$ cat src/rtl/keynsham_ram_arb_pkg.sv
// Shared types and constants for the two-master RAM data-port arbiter.
package keynsham_ram_arb_pkg;

  typedef enum logic [1:0] {
    IDLE  = 2'd0,
    ISSUE = 2'd1,
    WAIT  = 2'd2
  } arb_state_e;

  // Master indices: CPU data bus and debug/DMA bus.
  localparam logic M_CPU = 1'b0;
  localparam logic M_DBG = 1'b1;

  // Read data returned to a master whose access timed out.
  localparam logic [31:0] TIMEOUT_DATA = 32'hDEADDEAD;

endpackage

$ cat src/rtl/keynsham_ram_arbiter.sv
// Round-robin arbiter sharing the on-chip RAM data port between the CPU
// (master 0) and the debug/DMA bus (master 1). One access in flight at a
// time; a missing RAM ack is converted into an error ack after TIMEOUT cycles.
module keynsham_ram_arbiter
  import keynsham_ram_arb_pkg::*;
#(
  parameter int TIMEOUT   = 16,
  parameter int TIMEOUT_W = 5
) (
  input  logic        clk,
  input  logic        rst,
  input  logic        m0_req,
  input  logic [31:0] m0_addr,
  input  logic [3:0]  m0_bytesel,
  input  logic [31:0] m0_wr_val,
  input  logic        m0_wr_en,
  output logic [31:0] m0_data,
  output logic        m0_ack,
  output logic        m0_err,
  input  logic        m1_req,
  input  logic [31:0] m1_addr,
  input  logic [3:0]  m1_bytesel,
  input  logic [31:0] m1_wr_val,
  input  logic        m1_wr_en,
  output logic [31:0] m1_data,
  output logic        m1_ack,
  output logic        m1_err,
  output logic        ram_access,
  output logic        ram_cs,
  output logic [31:0] ram_addr,
  output logic [3:0]  ram_bytesel,
  output logic [31:0] ram_wr_val,
  output logic        ram_wr_en,
  input  logic [31:0] ram_data,
  input  logic        ram_ack
);

  arb_state_e           state_q, state_d;
  logic                 owner_q, owner_d;
  logic                 last_grant_q, last_grant_d;
  logic [1:0]           mask_q, mask_d;      // owner req ignored for one cycle after its ack
  logic [TIMEOUT_W-1:0] cnt_q, cnt_d;
  logic [31:0]          addr_q, addr_d;
  logic [3:0]           bytesel_q, bytesel_d;
  logic [31:0]          wr_val_q, wr_val_d;
  logic                 wr_en_q, wr_en_d;

  logic [1:0]           req_eff;
  logic                 grant;
  logic                 done_ack, done_err;
  logic [31:0]          done_data;

  assign ram_cs      = ram_access;
  assign ram_addr    = addr_q;
  assign ram_bytesel = bytesel_q;
  assign ram_wr_val  = wr_val_q;

  // State and latched-payload registers.
  always_ff @(posedge clk) begin
    if (rst) begin
      state_q      <= IDLE;
      owner_q      <= M_CPU;
      last_grant_q <= M_DBG;
      mask_q       <= 2'b00;
      cnt_q        <= '0;
      addr_q       <= '0;
      bytesel_q    <= '0;
      wr_val_q     <= '0;
      wr_en_q      <= 1'b0;
    end else begin
      state_q      <= state_d;
      owner_q      <= owner_d;
      last_grant_q <= last_grant_d;
      mask_q       <= mask_d;
      cnt_q        <= cnt_d;
      addr_q       <= addr_d;
      bytesel_q    <= bytesel_d;
      wr_val_q     <= wr_val_d;
      wr_en_q      <= wr_en_d;
    end
  end

  // Next-state, round-robin pick, RAM strobes and completion status.
  always_comb begin
    state_d      = state_q;
    owner_d      = owner_q;
    last_grant_d = last_grant_q;
    mask_d       = 2'b00;
    cnt_d        = cnt_q;
    addr_d       = addr_q;
    bytesel_d    = bytesel_q;
    wr_val_d     = wr_val_q;
    wr_en_d      = wr_en_q;
    ram_access   = 1'b0;
    ram_wr_en    = 1'b0;
    done_ack     = 1'b0;
    done_err     = 1'b0;
    done_data    = '0;
    req_eff      = {m1_req, m0_req} & ~mask_q;
    grant        = M_CPU;

    case (state_q)
      IDLE: begin
        if (|req_eff) begin
          // On a tie the master that did not win last time goes first.
          grant   = (&req_eff) ? ~last_grant_q : req_eff[1];
          owner_d = grant;
          if (grant == M_DBG) begin
            addr_d    = m1_addr;
            bytesel_d = m1_bytesel;
            wr_val_d  = m1_wr_val;
            wr_en_d   = m1_wr_en;
          end else begin
            addr_d    = m0_addr;
            bytesel_d = m0_bytesel;
            wr_val_d  = m0_wr_val;
            wr_en_d   = m0_wr_en;
          end
          state_d = ISSUE;
        end
      end
      ISSUE: begin
        ram_access = 1'b1;
        ram_wr_en  = wr_en_q;
        cnt_d      = '0;
        state_d    = WAIT;
      end
      WAIT: begin
        if (ram_ack) begin
          done_ack        = 1'b1;
          done_data       = ram_data;
          last_grant_d    = owner_q;
          mask_d[owner_q] = 1'b1;
          state_d         = IDLE;
        end else if (cnt_q == TIMEOUT_W'(TIMEOUT - 1)) begin
          done_ack        = 1'b1;
          done_err        = 1'b1;
          done_data       = TIMEOUT_DATA;
          mask_d[owner_q] = 1'b1;
          state_d         = IDLE;
        end else begin
          done_data = ram_data;
          cnt_d     = cnt_q + 1'b1;
        end
      end
      default: state_d = IDLE;
    endcase
  end

  // Route completion status to the owning master; the other sees zeros.
  always_comb begin
    m0_ack  = done_ack & (owner_q == M_CPU);
    m0_err  = done_err & (owner_q == M_CPU);
    m0_data = (owner_q == M_CPU) ? done_data : 32'h0;
    m1_ack  = done_ack & (owner_q == M_DBG);
    m1_err  = done_err & (owner_q == M_DBG);
    m1_data = (owner_q == M_DBG) ? done_data : 32'h0;
  end

endmodule

$ cat config.mk
export PLATFORM = sky130hd
export DESIGN_NAME = keynsham_ram_arbiter
export DESIGN_NICKNAME = d
export VERILOG_FILES = /design/src/rtl/keynsham_ram_arb_pkg.sv /design/src/rtl/keynsham_ram_arbiter.sv
export SDC_FILE = /design/constraint.sdc
export NUM_CORES = 1
export LEC_CHECK = 0
export ABC_CLOCK_PERIOD_IN_PS = 2000
export BUFFER_PORTS_ARGS = -buffer_cell sky130_fd_sc_hd__buf_4
export CAP_MARGIN = 20
export CORE_AREA = 2 2 123 125
export CTS_CLUSTER_SIZE = 16
export DETAILED_ROUTE_END_ITERATION = 10
export DIE_AREA = 0 0 125 127
export SYNTH_ARGS = -nofsm -noshare
export SYNTH_HDL_FRONTEND = slang
export SYNTH_SLANG_ARGS = --single-unit
export TNS_END_PERCENT = 50
$ cat constraint.sdc
create_clock -name clk -period 2 [get_ports clk]
set_input_delay 0.4 -clock clk [delete_from_list [all_inputs] [get_ports clk]]
set_output_delay 0.4 -clock clk [all_outputs]
set_load 0.02 [all_outputs]
==> reports/qor.csv <==
metric;value;unit
final clock skew;4.63;ps
Sink Count;80;
synth unique cells;36;
clk root buf;clkbuf_16;
pwr dens;690;mW/mm^2
worst r2r src;cnt_q[0];
reg-to-reg endpoint;cnt_q[4];
Synth top area share;0.395;
worst setup margin;-372;ps
TritonCTS Buffers;9;
DRC viols;0;
share of cells above drive strength 1;0.557;
synth cell count leaders;nor2_1 (139), dfxtp_1 (80), nand2_1 (73), a21oi_1 (71), a211oi_1 (59);
multiplexer area fraction after synthesis;0;
Required @ worst endpoint;1600;ps
Top Ports;314;
crit share post-route;1.19;
r2r setup slk;130;ps
fraction of registers with async set/reset;0;
complex-gate fraction of the synthesized area;0.240;
Simple-Gate Fraction of Synth Area;0.286;
CTS clk-pin slew, worst paths;60;ps
post-synthesis register bit count;80;
Min-Delay Path Class;input port to register;
CTS tree;built;
Routed Antenna Nets;0;
Die Y-Extent;127;um
GRT Util Overall;0.204;
antenna violations before repair;0;
Hold Path Origin;m0_addr[15];
Worst VDD drop;0.000389;V
H-tree Lvls;3;
# Max-Cap Violations;0;
Crit Path Class;register to output port;
top-count cell post-synth;nor2_1;
Skew-Pair Late Insertion Delay;330;ps
Fillers;1308;
crit end category;output port;
RSZ-0062 raised after global routing;true;
pin count of the biggest net entering global routing;72;
Worst Hold Path Cells;3;
EDFF count, synth;0;
slew margin rel.;0.666;
RePlAce Congestion;0.970;
LEAKAGE;3.56;nW
slowest cell on the critical path;dfxtp_2;
setup TNS;-20570;ps
synthesized area;0.00405;sq mm
adder-cell share of the synthesized area;0.00926;
hold path endpoint;ram_addr[15];
CP cell instances;ha_4 > and3_4 > ha_4 > nor2b_4 > buf_6 > buf_12 > buf_16 > nor2_4 > nor2_2 > buf_6;
# port buffers;313;
WP depth;10;
worst path bufs/invs;4;
final wirelength;16.9;mm
Die Wd;125;um
Ys Warns;0;
hpwl dp;11.9;mm
Max Root-Sink Buffers;2;
Initial DRT Pass Iterations;6;
Power Total;5.34;mW
synthesized area per cell;7.42;sq um
final setup fails;66;
Nets;1028;
post-synthesis sequential area ratio;0.395;
Ant. Diodes;0;
final hold violations;0;
failing checks;negative setup slack;
combinational family with the most area after synthesis;simple AND/OR/NAND/NOR gates;
Crit path arrival time;1970;ps
first-pass GRT wire length;26.4;mm
total grt overflow;0;
vias in the first global route;5077;
number of core rows;44;
post-synthesis xor/xnor area fraction;0.00432;
Core Region;0.0144;sq mm
Worst-Margin Slew;500;ps
top cell family by delay on the critical path;buffers and inverters;
area grow syn2layout;90.7;%
status;complete, but fails checks;
Synth area leader;dfxtp_1;
crit path max fanout;5;
DR iter-0 viols;195;
ys flop type;dfxtp_1;
Fmax;0.422;GHz
average wire per standard cell;16.3;um
R2R depth;7;
DR vias/cell;4.84;
max incr delay on CP;340;ps
Syn Inst Count;546;
Net Count, Synth;724;
Vias;5028;
Slew Limit Fails;0;
die area;0.0159;sq mm
CP startpoint kind;register;
post-route minimum period;2370;ps
Initial Util;0.281;
main area contributors after synthesis;dfxtp_1 (40%), nor2_1 (13%), a211oi_1 (11%), a21oi_1 (8.8%), nand2_1 (6.8%);
==> sequential cells by signal, summed over array words and instances (netlist names) <==
signal,count
wr_en_q,1
mask_q,2
ram_bytesel,4
owner_q,1
ram_addr,32
last_grant_q,1
ram_wr_val,32
state_q,2
cnt_q,5
==> cell usage in the layout (no fill, tap or decap), types with 20 or more instances in the layout <==
master      n
a211oi_1   59
a21oi_1    71
and2_4     20
buf_4     264
buf_6      61
dfxtp_1    78
nand2_1    71
nor2_1     76
nor2_2     48
nor2_4     30
==> layout make-up <==
type / count / area (sq um) / share of cell area
tap: 184 / 230 / 0.0298
timing repair buffer: 339 / 2970 / 0.384
clock inverter: 3 / 40.0 / 0.00518
clock buffer: 13 / 260 / 0.0337
sequential: 80 / 1600 / 0.208
multi-input combinational: 418 / 2620 / 0.338
inverter: 2 / 7.51 / 0.000971
==> power breakdown <==
group / internal, mW / switching, mW
clock network: 1.03 / 0.633
logic: 0.821 / 0.959
registers: 1.78 / 0.107
total: 3.64 / 1.70
==> per-layer routing <==
layer | vias up | global-route usage | share of wire
li1 | 2455 | - | -
met1 | 2336 | 0.220 | 0.38
met2 | 215 | 0.388 | 0.53
met3 | 22 | 0.0486 | 0.068
met4 | 0 | 0.0699 | 0.024
met5 | - | 0 | 0
==> kinds of logic after synthesis <==
| kind of cell | Yosys count |
|---|---|
| buffers and inverters | 50 |
| adder cells (fa/ha/maj) | 3 |
| flip-flops | 80 |
| AO/OA/AOI/OAI | 146 |
| AND/OR/NAND/NOR | 265 |
| XOR/XNOR | 2 |
==> repair_timing <==
item                                    CTS  global route
setup buffers                             5             0
gates resized for setup                 140            12
endpoints found under the setup margin   67            68
hold buffers                              0             0
pin swaps                                27            25
cloned                                    5             0
==> worst reg2reg max path, delay by kind of cell, from the launching register on <==
| family | cells | cell delay, ps |
|---|---|---|
| AND/OR/NAND/NOR | 3 | 750 |
| flip-flops | 1 | 340 |
| AO/OA/AOI/OAI | 1 | 200 |
| adder cells (fa/ha/maj) | 2 | 320 |
| buffers and inverters | 1 | 140 |
==> stage by stage <==
step | cells | cell area [sq um] | setup WS [ps] | hold WS (ps) | util
6_report | 1039 | 7730 | -372 | 320 | 0.536
5_1_grt | 1039 | 7730 | -441 | 315 | 0.536
4_1_cts | 1040 | 7700 | -400 | 306 | 0.534
3_5_place_dp | 1014 | 6740 | -125 | 493 | 0.467
3_3_place_gp | 1014 | 6740 | -99.3 | 474 | 0.467
2_1_floorplan | 546 | 4170 | -30.0 | 464 | -
==> worst max-delay path by stage <==
stage,end,startpoint,slack (ps)
2_1_floorplan,m0_data[10],cnt_q[0],-30
3_3_place_gp,m0_data[0],cnt_q[0],-100
3_5_place_dp,m0_data[0],cnt_q[1],-130
4_1_cts,m0_data[0],cnt_q[1],-400
5_1_grt,m1_data[18],cnt_q[0],-440
6_report,m0_data[10],cnt_q[0],-370
(Power assumes the default switching activity.)
